File: config.mk
export PLATFORM = sky130hd
export DESIGN_NAME = ovf_status_queue
export DESIGN_NICKNAME = d
export VERILOG_FILES = /design/src/rtl/ovf_status_pkg.sv /design/src/rtl/status_fifo.sv /design/src/rtl/ovf_status_queue.sv
export SDC_FILE = /design/constraint.sdc
export NUM_CORES = 1
export LEC_CHECK = 0
export ABC_CLOCK_PERIOD_IN_PS = 6200
export CAP_MARGIN = 20
export CORE_MARGIN = 3
export CORE_UTILIZATION = 55
export DETAILED_ROUTE_END_ITERATION = 7
export GPL_ROUTABILITY_DRIVEN = 0
export GPL_TIMING_DRIVEN = 0
export PLACE_DENSITY_LB_ADDON = 0.08
export SLEW_MARGIN = 20
export SYNTH_ARGS = -nofsm -noshare
export SYNTH_HDL_FRONTEND = slang
export SYNTH_HIERARCHICAL = 1
export SYNTH_SLANG_ARGS = --single-unit
File: constraint.sdc
create_clock -name clock -period 6.2 [get_ports clock]
set_input_delay 1.24 -clock clock [delete_from_list [all_inputs] [get_ports clock]]
set_output_delay 1.24 -clock clock [all_outputs]
set_load 0.02 [all_outputs]
File: src/rtl/ovf_status_pkg.sv
// Shared constants, state encoding and instruction decode for ovf_status_queue.
// Latency: none (combinational helpers only).
// Backpressure: not applicable.
package ovf_status_pkg;

  // Opcode field encodings
  localparam logic [4:0] OP_RTYPE = 5'b00000;
  localparam logic [4:0] OP_ADDI  = 5'b00101;

  // ALU-op field encodings (meaningful for R-type only)
  localparam logic [4:0] ALU_ADD = 5'b00000;
  localparam logic [4:0] ALU_SUB = 5'b00001;
  localparam logic [4:0] ALU_MUL = 5'b00110;
  localparam logic [4:0] ALU_DIV = 5'b00111;

  // rstatus codes; all fit in three bits and are zero-extended on the way out
  localparam int         CODE_W  = 3;
  localparam logic [2:0] ST_NONE = 3'd0;
  localparam logic [2:0] ST_ADD  = 3'd1;
  localparam logic [2:0] ST_ADDI = 3'd2;
  localparam logic [2:0] ST_SUB  = 3'd3;
  localparam logic [2:0] ST_MUL  = 3'd4;
  localparam logic [2:0] ST_DIV  = 3'd5;

  typedef enum logic {
    MD_IDLE = 1'b0,
    MD_BUSY = 1'b1
  } md_state_e;

  // One-hot-or-zero decode of the execute-stage instruction
  typedef struct packed {
    logic add;
    logic addi;
    logic sub;
    logic mul;
    logic div;
  } dec_t;

  function automatic dec_t decode(input logic [4:0] op, input logic [4:0] alu_op);
    dec_t d;
    logic rtype;
    rtype  = (op == OP_RTYPE);
    d.add  = rtype && (alu_op == ALU_ADD);
    d.sub  = rtype && (alu_op == ALU_SUB);
    d.mul  = rtype && (alu_op == ALU_MUL);
    d.div  = rtype && (alu_op == ALU_DIV);
    d.addi = (op == OP_ADDI);
    return d;
  endfunction

  // Status code for the single-cycle ALU class; ST_NONE when not an ALU op
  function automatic logic [2:0] alu_code(input dec_t d);
    logic [2:0] c;
    c = ST_NONE;
    if (d.add)       c = ST_ADD;
    else if (d.addi) c = ST_ADDI;
    else if (d.sub)  c = ST_SUB;
    return c;
  endfunction

endpackage

File: src/rtl/status_fifo.sv
// Generic FIFO with two ordered write ports (wr0 older than wr1) and one read port.
// Latency: a written entry is visible on rd_vld_o the cycle after the write edge (no bypass).
// Backpressure: free space is judged after this cycle's pop; wr1 is dropped before wr0.
//
// Ports:
//   clk_i, rst_ni            clock, async active-low reset
//   wr0_vld_i/wr0_dat_i      older write request
//   wr1_vld_i/wr1_dat_i      younger write request
//   rd_vld_o/rd_dat_o        head entry (data forced to zero when empty)
//   rd_rdy_i                 consumer takes the head
//   occ_o                    current occupancy
//   acc_cnt_o                writes accepted this cycle (0..2)
//   drop_o                   at least one write rejected this cycle
module status_fifo #(
  parameter int DEPTH = 4,
  parameter int W     = 32
) (
  input  logic                     clk_i,
  input  logic                     rst_ni,
  input  logic                     wr0_vld_i,
  input  logic [W-1:0]             wr0_dat_i,
  input  logic                     wr1_vld_i,
  input  logic [W-1:0]             wr1_dat_i,
  output logic                     rd_vld_o,
  output logic [W-1:0]             rd_dat_o,
  input  logic                     rd_rdy_i,
  output logic [$clog2(DEPTH):0]   occ_o,
  output logic [1:0]               acc_cnt_o,
  output logic                     drop_o
);

  localparam int PTR_W = $clog2(DEPTH);
  localparam int CW    = PTR_W + 1;

  logic [W-1:0]     mem_q [DEPTH];
  logic [PTR_W-1:0] wr_ptr_q, wr_ptr_d;
  logic [PTR_W-1:0] rd_ptr_q, rd_ptr_d;
  logic [CW-1:0]    cnt_q, cnt_d;

  logic             pop;
  logic [CW-1:0]    free;
  logic             acc0, acc1;
  logic [1:0]       n_acc;
  logic [W-1:0]     first_dat;
  logic [PTR_W-1:0] slot1;

  always_comb begin
    pop   = (cnt_q != '0) && rd_rdy_i;
    // A same-cycle pop frees a slot for this cycle's writes
    free  = CW'(DEPTH) - cnt_q + CW'(pop);
    acc0  = wr0_vld_i && (free != '0);
    acc1  = wr1_vld_i && (free >= (acc0 ? CW'(2) : CW'(1)));
    n_acc = {acc0 & acc1, acc0 ^ acc1};
    // Accepted writes are packed: whichever lands first takes wr_ptr
    first_dat = acc0 ? wr0_dat_i : wr1_dat_i;
    slot1     = wr_ptr_q + 1'b1;
    cnt_d     = cnt_q + CW'(n_acc) - CW'(pop);
    wr_ptr_d  = wr_ptr_q + PTR_W'(n_acc);
    rd_ptr_d  = rd_ptr_q + PTR_W'(pop);
  end

  always_ff @(posedge clk_i or negedge rst_ni) begin
    if (!rst_ni) begin
      cnt_q    <= '0;
      wr_ptr_q <= '0;
      rd_ptr_q <= '0;
    end else begin
      cnt_q    <= cnt_d;
      wr_ptr_q <= wr_ptr_d;
      rd_ptr_q <= rd_ptr_d;
    end
  end

  // Storage needs no reset: the read side is masked while empty
  always_ff @(posedge clk_i) begin
    if (acc0 || acc1) mem_q[wr_ptr_q] <= first_dat;
    if (acc0 && acc1) mem_q[slot1]    <= wr1_dat_i;
  end

  assign rd_vld_o  = (cnt_q != '0);
  assign rd_dat_o  = rd_vld_o ? mem_q[rd_ptr_q] : '0;
  assign occ_o     = cnt_q;
  assign acc_cnt_o = n_acc;
  assign drop_o    = (wr0_vld_i && !acc0) || (wr1_vld_i && !acc1);

endmodule

File: src/rtl/ovf_status_queue.sv
// Overflow/exception status queue: decodes EX instructions, tracks one in-flight mul/div,
// queues rstatus codes for the writeback arbiter. Latency: code visible one cycle after push.
// Backpressure: st_valid/st_ready handshake; codes arriving to a full queue are dropped and flagged.
//
// Ports:
//   clock, reset              clock, async active-low reset
//   ex_valid/ex_op/ex_alu_op  execute-stage instruction
//   ex_ovf                    ALU overflow for add/addi/sub
//   md_ready/md_exception     multdiv completion pulse and its exception flag
//   flush                     cancel in-flight mul/div
//   st_valid/st_data/st_ready head of pending-code queue toward writeback
//   pending_cnt               queue occupancy
//   ovf_count/lost/clr_count  saturating accepted-code count, sticky drop flag, clear
module ovf_status_queue
  import ovf_status_pkg::*;
#(
  parameter int STATUS_W   = 32,
  parameter int FIFO_DEPTH = 4,
  parameter int CNT_W      = 8
) (
  input  logic                          clock,
  input  logic                          reset,
  input  logic                          ex_valid,
  input  logic [4:0]                    ex_op,
  input  logic [4:0]                    ex_alu_op,
  input  logic                          ex_ovf,
  input  logic                          md_ready,
  input  logic                          md_exception,
  input  logic                          flush,
  output logic                          st_valid,
  output logic [STATUS_W-1:0]           st_data,
  input  logic                          st_ready,
  output logic [$clog2(FIFO_DEPTH):0]   pending_cnt,
  output logic [CNT_W-1:0]              ovf_count,
  output logic                          lost,
  input  logic                          clr_count
);

  dec_t        dec;
  logic        alu_push;
  logic [2:0]  alu_st;
  logic        md_issue;
  logic [2:0]  md_new_code;
  logic        md_push;

  md_state_e   md_state_q;
  logic [2:0]  md_code_q;

  logic [1:0]  acc_cnt;
  logic        drop;

  logic [CNT_W-1:0] ovf_cnt_q, ovf_cnt_d;
  logic             lost_q, lost_d;
  logic [CNT_W:0]   cnt_sum;

  always_comb begin
    dec         = decode(ex_op, ex_alu_op);
    alu_st      = alu_code(dec);
    alu_push    = ex_valid && (dec.add || dec.addi || dec.sub) && ex_ovf;
    md_issue    = ex_valid && (dec.mul || dec.div);
    md_new_code = dec.div ? ST_DIV : ST_MUL;
    // Flush outranks a same-cycle completion
    md_push     = (md_state_q == MD_BUSY) && md_ready && md_exception && !flush;
  end

  // Multicycle tracker: only the most recently issued mul/div is of interest
  always_ff @(posedge clock or negedge reset) begin
    if (!reset) begin
      md_state_q <= MD_IDLE;
      md_code_q  <= ST_NONE;
    end else begin
      case (md_state_q)
        MD_IDLE: begin
          if (md_issue) begin
            md_state_q <= MD_BUSY;
            md_code_q  <= md_new_code;
          end
        end
        MD_BUSY: begin
          if (flush) begin
            md_state_q <= MD_IDLE;
          end else if (md_ready) begin
            // Completion handled via md_push; a back-to-back issue keeps us busy
            if (md_issue) begin
              md_code_q <= md_new_code;
            end else begin
              md_state_q <= MD_IDLE;
            end
          end else if (md_issue) begin
            md_code_q <= md_new_code;
          end
        end
        default: md_state_q <= MD_IDLE;
      endcase
    end
  end

  // The md completion is the older event, so it owns the first write port
  status_fifo #(
    .DEPTH (FIFO_DEPTH),
    .W     (STATUS_W)
  ) u_fifo (
    .clk_i     (clock),
    .rst_ni    (reset),
    .wr0_vld_i (md_push),
    .wr0_dat_i (STATUS_W'(md_code_q)),
    .wr1_vld_i (alu_push),
    .wr1_dat_i (STATUS_W'(alu_st)),
    .rd_vld_o  (st_valid),
    .rd_dat_o  (st_data),
    .rd_rdy_i  (st_ready),
    .occ_o     (pending_cnt),
    .acc_cnt_o (acc_cnt),
    .drop_o    (drop)
  );

  always_comb begin
    cnt_sum = {1'b0, ovf_cnt_q} + (CNT_W+1)'(acc_cnt);
    if (cnt_sum > {1'b0, {CNT_W{1'b1}}}) ovf_cnt_d = {CNT_W{1'b1}};
    else                                 ovf_cnt_d = cnt_sum[CNT_W-1:0];
    lost_d = lost_q || drop;
    // Clear beats any same-cycle increment or drop
    if (clr_count) begin
      ovf_cnt_d = '0;
      lost_d    = 1'b0;
    end
  end

  always_ff @(posedge clock or negedge reset) begin
    if (!reset) begin
      ovf_cnt_q <= '0;
      lost_q    <= 1'b0;
    end else begin
      ovf_cnt_q <= ovf_cnt_d;
      lost_q    <= lost_d;
    end
  end

  assign ovf_count = ovf_cnt_q;
  assign lost      = lost_q;

endmodule
# == Yosys cells after proc, flatten, opt, wreduce, memory -nomap -nowiden ==
# Memory sizes are Yosys's and may differ from the RTL's.
# Index checks and enable logic that the tools add are counted.
# totals
regBits,20
latch_bits,0
ramBits,12
mem_bits_ro,0
in_bits,19
output_inout_bits,45
elab_cells,76
memories,1
# memory_table
name,depth,width,read_ports,rd_ports_with_merged_regs,write_ports,line_no,source
u_fifo.mem_q,4,3,1,0,2,status_fifo.sv:35,logic [W-1:0] mem_q [DEPTH];
# op_classes
addsub,8
n_mul,0
div_mod_pow,0
n_lt_le_gt_ge,2
n_eq_ne,5
shift,0
n_mux,21
n_bitwise,3
n_reduce_logical,29
# ops
op,n
$mux 32,1
$logic_and 1x1->1,16
$mux 8,2
$eq 5x3->1 const B,3
$mux 3,5
$logic_not 5->1,2
$add 8x2->9,1
$gt 9x8->1 const B,1
$mux 1,9
$logic_or 1x1->1,6
$pmux 3 s2,1
$reduce_bool 3->1,2
$eq 5x1->1 const B,1
$mux 2,2
$add 3x1->3,1
$add 3x2->3,1
$ge 3x3->1,1
$logic_not 1->1,3
$sub 3x1->3,1
$sub 3x3->3 const A,1
$add 2x1->2,1
$add 2x1->2 const B,1
$add 2x2->2,1
$ne 2x2->1 const B,1
4 further kinds,4

# == Depth between registers and ports, before layout ==
# Gate-level depths: netlist of run 1.
# depth
word_depth,13
mapped_depth,21
depth_no_buf,20

# == Hierarchy ==
# Netlist of run 1, hierarchy kept.
# modules_own_cells
mod,instances,cells_per_inst,area_each_um2,seq_area_each_um2
status_fifo,1,404,7079.3,4018.9
ovf_status_queue,1,73,696.9,300.3

# == Worst setup path after synthesis of run 1 ==
# No wires, ideal clock.
# synth_path
path_kind,reg2reg
start,register u_fifo.cnt_q[2] (netlist: u_fifo/occ_o[2])
end,memory u_fifo/mem_q[2][0] (netlist name) (enable)
setup_time_ns,0.466
arrival_ns,5.800
t_required_ns,5.734
path_slack_ns,-0.065
stages_incl_launch_ff,15
path_buffers,1
period_less_slack_ns,6.265
path_cell_list,dfrtp_1 -> or3_2 -> clkbuf_1 -> nand2_1 -> ha_1 -> inv_1 -> ha_1 -> nand2b_1 -> o21ai_0 -> ha_1 -> o21ai_0 -> a21boi_0 -> ha_1 -> nand2_1 -> o21ai_0
# synth_rtl
item,line_no,source
start: declaration,status_fifo.sv:38,"logic [CW-1:0] cnt_q, cnt_d;"
start signal: assignment,status_fifo.sv:68,cnt_q <= cnt_d;
end: declaration,status_fifo.sv:35,

# == Worst setup path after layout of run 1 ==
# layout_path
start,register u_fifo.cnt_q[2] (netlist: u_fifo/occ_o[2])
end,register ovf_cnt_q[5] (netlist: ovf_count[5])
# layout_between
elab_chain_cells,13
word_cells_on_any_way,15
classes_between,add/sub (3); order compare (2); mux (3); bitwise (2); reduce/logical (5)
# layout_lines
item,line_no,source
branches (longest 2 deep; another with $sub 3x3->3),-,
$add 3x1->3 *,status_fifo.sv:50,free = CW'(DEPTH) - cnt_q + CW'(pop);
$reduce_bool 3->1,status_fifo.sv:51,acc0 = wr0_vld_i && (free != '0);
$logic_and 1x1->1,status_fifo.sv:51,
$mux 2,status_fifo.sv:52,acc1 = wr1_vld_i && (free >= (acc0 ? CW'(2) : CW'(1)));
$ge 3x3->1,status_fifo.sv:52,
$logic_and 1x1->1,status_fifo.sv:52,
$xor 1x1->1 *,status_fifo.sv:53,"n_acc = {acc0 & acc1, acc0 ^ acc1};"
via acc_cnt[0],ovf_status_queue.sv:49,logic [1:0] acc_cnt;
$add 8x2->9 *,ovf_status_queue.sv:118,"cnt_sum = {1'b0, ovf_cnt_q} + (CNT_W+1)'(acc_cnt);"
$gt 9x8->1,ovf_status_queue.sv:119,"if (cnt_sum > {1'b0, {CNT_W{1'b1}}}) ovf_cnt_d = {CNT_W{1'b1}};"
$mux 8 *,ovf_status_queue.sv:119,
$mux 8 *,ovf_status_queue.sv:123,if (clr_count) begin
via ovf_cnt_d[5],ovf_status_queue.sv:52,"logic [CNT_W-1:0] ovf_cnt_q, ovf_cnt_d;"
end signal: assignment,ovf_status_queue.sv:134,ovf_cnt_q <= ovf_cnt_d;
end: declaration,ovf_status_queue.sv:52,
# Mark *: on every way through the listed nets, which the timed path passes.
# A chain may end at the register's enable or synchronous reset.

==> results of run 1 <==
==> layout make-up <==
class	instances	area, µm²
well taps	176	220
plain buffers	27	198
inverters	12	45.0
repair buffers	69	768
clock buffers	17	425
fillers	839	3300
multi-input cells	530	4160
clock inverters	15	119
flip-flops and latches	147	4320
==> flip-flops by register name (all words and copies together) (netlist names) <==
name / flops
u_fifo/mem_q: 128
u_fifo/rd_ptr_q: 2
md_state_q: 1
lost: 1
u_fifo/wr_ptr_q: 2
md_code_q: 2
ovf_count: 8
u_fifo/occ_o: 3
==> worst register-to-register path, cell delays in order, from the launching register on <==
cell and delay (ps):
dfrtp_1 470, or3_2 560, clkbuf_1 280, nand2_1 160, ha_1 150, inv_1 40
ha_1 290, nand2b_1 370, o21ai_0 420, ha_1 300, o21ai_0 130, a21boi_0 150
ha_1 350, ha_1 250, fa_1 520, and4_1 200, buf_2 150, nor4_1 290
nor3_1 110
==> cells in the final DEF (no fill, tap or decap), drive strengths merged, types with 2 or more instances in the layout <==
cell,instances
dfrtp,19
and3,2
or3,2
clkbuf,27
o221ai,3
a21boi,2
nor4,2
conb,240
nand2,9
mux4,32
fa,2
clkinv,9
inv,12
mux2,129
xnor2,3
nor2,10
nand3,3
a21oi,9
clkinvlp,5
ha,13
edfxtp,128
nand2b,4
nand4,2
nor3,7
a31oi,2
clkdlybuf4s50,62
o21ai,5
buf,24
and2,33
xor2,4
nor4b,2
==> metrics by stage <==
stage	total power (W)	TNS, ps
CTS	0.00331	0
detailed placement	0.00236	0
global route	0.00344	0
floorplan	0.00192	0
finish	0.00329	0
global placement	0.00233	-170620
==> worst paths after layout <==
path / startpoint / end / cells past startpoint
min reg2reg: lost / lost / 2
min: lost / lost / 2
min in group asynchronous: reset / u_fifo/occ_o[0] / 1
max in group asynchronous: reset / md_code_q[0] / 1
max reg2reg: u_fifo/occ_o[2] / ovf_count[5] / 18
max: u_fifo/occ_o[2] / ovf_count[5] / 18
==> power by group through the flow <==
stage                     sequential [W]  combinational, W  clock, W
after floorplan                  0.00115          0.000770         0
after global placement           0.00114           0.00119         0
after detailed placement         0.00115           0.00121         0
after CTS                        0.00113           0.00122  0.000964
after global routing             0.00113           0.00131   0.00100
final                            0.00113           0.00121  0.000947
==> routing by layer <==
| layer | vias to the layer above | global-route usage, % | wire length, µm |
|---|---|---|---|
| met5 | - | 0 | 0 |
| met3 | 21 | 5.06 | 563 |
| met1 | 2413 | 24.6 | 6270 |
| met2 | 97 | 38.8 | 8630 |
| li1 | 2280 | - | - |
| met4 | 0 | 7.02 | 227 |
==> logic make-up (layout without fill, tap and decap cells) <==
| family | after synthesis | after routing | synth area share, % |
|---|---|---|---|
| DFF | 147 | 147 | 55.5 |
| AOI/OAI and AO/OA | 28 | 28 | 3.20 |
| buffers and inverters | 39 | 140 | 3.12 |
| muxes | 161 | 161 | 28.3 |
| xor gates and xnor gates | 7 | 7 | 1.03 |
| adders and majority gates | 15 | 15 | 2.61 |
| other | 1 | 240 | 0.0482 |
| and+or+nand+nor | 79 | 79 | 6.11 |
==> impl_metrics.ini, run 1 <==
[run_status]
status = complete, no violations

[timing]
slew_headroom_pct = 42.7
fin_crit_ps = 5310
finalWorstSetupSlack_ps = 887
hold_viol_final = 0
fin_skew_ps = 6.67
hold_slack_ps = 502
rsz0062_at_grt = no
tightest_slew_ps = 857
fmax_ghz = 0.188
slew_viol_final = 0
setup_viol = 0
min_period_over_period_pct = 85.7

[logic_synthesis]
synth-edff-count = 128
synth_seq_cells = 147
yosysMostFrequentCell = edfxtp_1
synthFlopType = edfxtp_1
synth.top_cells.by_count = 128 x edfxtp_1, 121 x mux2_2, 33 x and2_1, 32 x mux4_2, 19 x dfrtp_1
yosys_warnings = 6
synthCells = 477
synth_area_leader_cell = edfxtp_1
synth.distinct_cells = 46
synthesis.area_um2 = 7780
ys_top_cells_by_area = edfxtp_1 49%, mux2_2 18%, mux4_2 9.3%
syn_avg_cell_area_um2 = 16.3
yosysTopAreaCellShare_pct = 49.4
yosysSeqAreaShare_pct = 55.5
synth_async_sr_flop_share_pct = 12.9

[power]
combinationalPowerShare_pct = 36.9
p_int_w = 0.00224
powerDensity_nw_per_um2 = 321
p_sw_share_pct = 31.7
ir_drop_uv = 334
pwr-share-seq_pct = 34.3
p_leak_nw = 4.08
clock_power_share_pct = 28.8
switchingPower_w = 0.00104

[die]
start_util_pct = 57.4
die_h_um = 125
io_pins = 64
floorplan.rows = 42
dieArea_um2 = 15600
die_w_um = 125
core_area_um2 = 13600

[detailed_routing]
wl_per_cell_um = 15.8
dr.pass1.iters = 4
vias = 4811
drc = 0
avgViaCountPerCell = 4.84
drt-initial-drc-count = 304
antenna_left = 0
drt-total-wl_mm = 15.7

[placement]
dpl_cell_area_um2 = 9710
dp_hpwl_mm = 10.7
port_buffers = 62
place_inst = 961
dp_slack_ps = 640

[critical_path]
crit_required_ps = 6490
slowest_stage = or3_2
start_kind = flip-flop
cp.buffers_inverters = 3
cp_top_family = adder cells
critPathCaptureType = flip-flop
r2r_setup_slack_ps = 890
slowest_delay_ps = 560
crit_type = reg -> reg
crit_chain = or3_2, clkbuf_1, nand2_1, ha_1, inv_1, ha_1, nand2b_1, o21ai_0, ha_1, o21ai_0, a21boi_0, ha_1, ha_1, fa_1, and4_1, buf_2, nor4_1, nor3_1
crit_path_frequent_cell = ha_1
arrival_ps = 5610
crit_fanout = 10

[layout]
nets = 838
syn2layout_area_growth_pct = 31.9
postLayoutCellArea_um2 = 10300
stdcell_count = 993
diodes = 0
final_core_util_pct = 75.6
layout-drive-gt1-share_pct = 28.3

[grt]
grt_usage_pct = 21.2
first_global_vias = 5231
grt_pass1_wl_mm = 25.6
grt_max_degree = 20
grt_antenna_before_repair = 0
grt_overflow = 0

[clock_network]
cts_resized = 0
cts-root-buf = clkbuf_16
post_cts_buffers = 0
htreeDepth = 4
cts-hold-fix-buffers = 0
cts_buffer_depth = 2
worstSkewPairLatency_ps = 430
cts_buffers = 17
tritoncts = yes
cts.sinks = 147
path_clk_slew_ps = 60

[run]
maxCapViolations = 0

[hold_path]
hp-class = reg -> reg
No activity file was read; power rests on OpenSTA's default activity.
==> run 2, diff against run 1 <==
--- a/config.mk
+++ b/config.mk
@@ -5,7 +5,6 @@
 export SDC_FILE = /design/constraint.sdc
 export NUM_CORES = 1
 export LEC_CHECK = 0
-export ABC_CLOCK_PERIOD_IN_PS = 6200
 export CAP_MARGIN = 20
 export CORE_MARGIN = 3
 export CORE_UTILIZATION = 55
@@ -13,6 +12,7 @@
 export GPL_ROUTABILITY_DRIVEN = 0
 export GPL_TIMING_DRIVEN = 0
 export PLACE_DENSITY_LB_ADDON = 0.08
+export SETUP_SLACK_MARGIN = 0.4
 export SLEW_MARGIN = 20
 export SYNTH_ARGS = -nofsm -noshare
 export SYNTH_HDL_FRONTEND = slang
==> run 2 against run 1 <==
Count of clock-buffer cells in the layout rose by 3. Final area decreased by 0.55%. Highest routed layer unchanged. First-iteration DRC count up 13%. Wire length fell by 2.6%. Power is 2.8% lower. Critical path depth shrank 2. Clock power is 9.6% lower. Setup slack gained 140 ps. Global-route usage is 0.12 points lower. Combinational power about the same. Largest cell class unchanged. Sequential share of layout area is 0.23 points higher. Hold slack gained 16 ps.
==> impl_metrics.ini, run 2 (synthesis results as in run 1) <==
[clock_network]
cts.sinks = 147
htreeDepth = 4
tritoncts = yes
cts-root-buf = clkbuf_16
cts_buffer_depth = 2
post_cts_buffers = 0
cts_buffers = 17
cts-hold-fix-buffers = 0
cts_resized = 0
path_clk_slew_ps = 60
worstSkewPairLatency_ps = 410

[grt]
grt_overflow = 0
grt_antenna_before_repair = 0
first_global_vias = 5095
grt_pass1_wl_mm = 25.7
grt_max_degree = 20
grt_usage_pct = 21.1

[timing]
min_period_over_period_pct = 83.5
fmax_ghz = 0.193
fin_crit_ps = 5180
fin_setup_tns_ps = 0
fin_skew_ps = 9.39
tightest_slew_ps = 877
slew_headroom_pct = 41.4
setup_viol = 0
rsz0062_at_grt = no
slew_viol_final = 0
hold_viol_final = 0

[die]
floorplan.rows = 42
io_pins = 64
dieArea_um2 = 15600
start_util_pct = 57.4
core_area_um2 = 13600
die_w_um = 125
die_h_um = 125

[layout]
largest_register_ffs = 128
max_flop_register = u_fifo/mem_q
fillerInstances = 891
final_core_util_pct = 75.2
nets = 839
final_cell_mix = 240 x conb_1, 128 x edfxtp_1, 121 x mux2_2
diodes = 0
layout_commonest_cell = conb_1
layout-drive-gt1-share_pct = 27.5
syn2layout_area_growth_pct = 31.1

[critical_path]
r2r_end = u_fifo/mem_q[3][29]
critPathCaptureType = flip-flop
r2r_setup_slack_ps = 1020
arrival_ps = 5300
crit_chain = or3_2, clkbuf_1, nand2_1, ha_1, inv_1, ha_1, nand2b_1, o21ai_0, ha_1, o21ai_0, a21boi_0, ha_1, nand2b_1, a21oi_4, buf_8, buf_8
cp_top_family = simple AND/OR/NAND/NOR gates
crit_fanout = 12
reg2regPathDepth = 16
cp.buffers_inverters = 4
crit_required_ps = 6320
r2r-start = u_fifo/occ_o[2]
slowest_stage = or3_2
slowest_delay_ps = 560
crit_path_frequent_cell = ha_1
crit_type = reg -> reg
start_kind = flip-flop

[power]
ir_drop_uv = 259
p_leak_nw = 4.07
powerDensity_nw_per_um2 = 313

[placement]
port_buffers = 62
dp_hpwl_mm = 10.6

[detailed_routing]
vias = 4720
drt-total-wl_mm = 15.3
antenna_left = 0
dr.pass1.iters = 4
drc = 0
wl_per_cell_um = 15.4
drt-initial-drc-count = 342
avgViaCountPerCell = 4.76

[hold_path]
hold_path_depth = 1
hold_end = u_fifo/rd_ptr_q[0]
hp-start = u_fifo/rd_ptr_q[0]
hp-class = reg -> reg

[run]
maxCapViolations = 0

[run_status]
status = complete, no violations
run 2: worst max path at each step:
| stage | depth (start not counted) | to | startpoint | slack, ps |
|---|---|---|---|---|
| 2_1_floorplan | 14 | u_fifo/mem_q[1][0] | u_fifo/occ_o[2] | 590 |
| 3_3_place_gp | 13 | u_fifo/mem_q[1][13] | st_ready | -1260 |
| 3_5_place_dp | 15 | u_fifo/mem_q[3][29] | st_ready | 690 |
| 4_1_cts | 16 | u_fifo/mem_q[3][25] | u_fifo/occ_o[2] | 950 |
| 5_1_grt | 16 | u_fifo/mem_q[3][25] | u_fifo/occ_o[2] | 650 |
| 6_report | 16 | u_fifo/mem_q[3][29] | u_fifo/occ_o[2] | 1020 |
run 2: report_power, final:
group,total (W),internal [W],switching [W],leakage [nW]
Combinational,0.00121,0.000597,0.000614,2.41
Clock,0.000856,0.000495,0.000361,0.243
Sequential,0.00113,0.00110,0.0000261,1.41
Total,0.00320,0.00219,0.00100,4.07
run 2: stage by stage:
stage / instances / total power (W) / hold WS (ps) / worst slack (ps) / instance area [µm²]
after detailed placement: 962 / 0.00237 / 501 / 689 / 9720
after global placement: 954 / 0.00234 / 486 / -1260 / 9520
after global routing: 992 / 0.00337 / 545 / 652 / 10200
final: 992 / 0.00320 / 519 / 1020 / 10200
after CTS: 992 / 0.00323 / 516 / 951 / 10200
after floorplan: 716 / 0.00192 / 477 / 591 / 8680
run 2: layout make-up:
class	instances	area (µm²)	area share (%)
Sequential cell	147	4320	42.4
Multi-Input combinational cell	530	4160	40.8
Timing Repair Buffer	70	774	7.60
Clock buffer	20	437	4.28
Tap cell	176	220	2.16
Buffer	27	198	1.94
Clock inverter	10	45.0	0.442
Inverter	12	45.0	0.442
run 2: per-layer routing:
layer  track usage [%]  wire (µm)
met2              39.2       8590
met5                 0          0
met1              24.6       6050
met4              5.42        169
met3              5.02        480
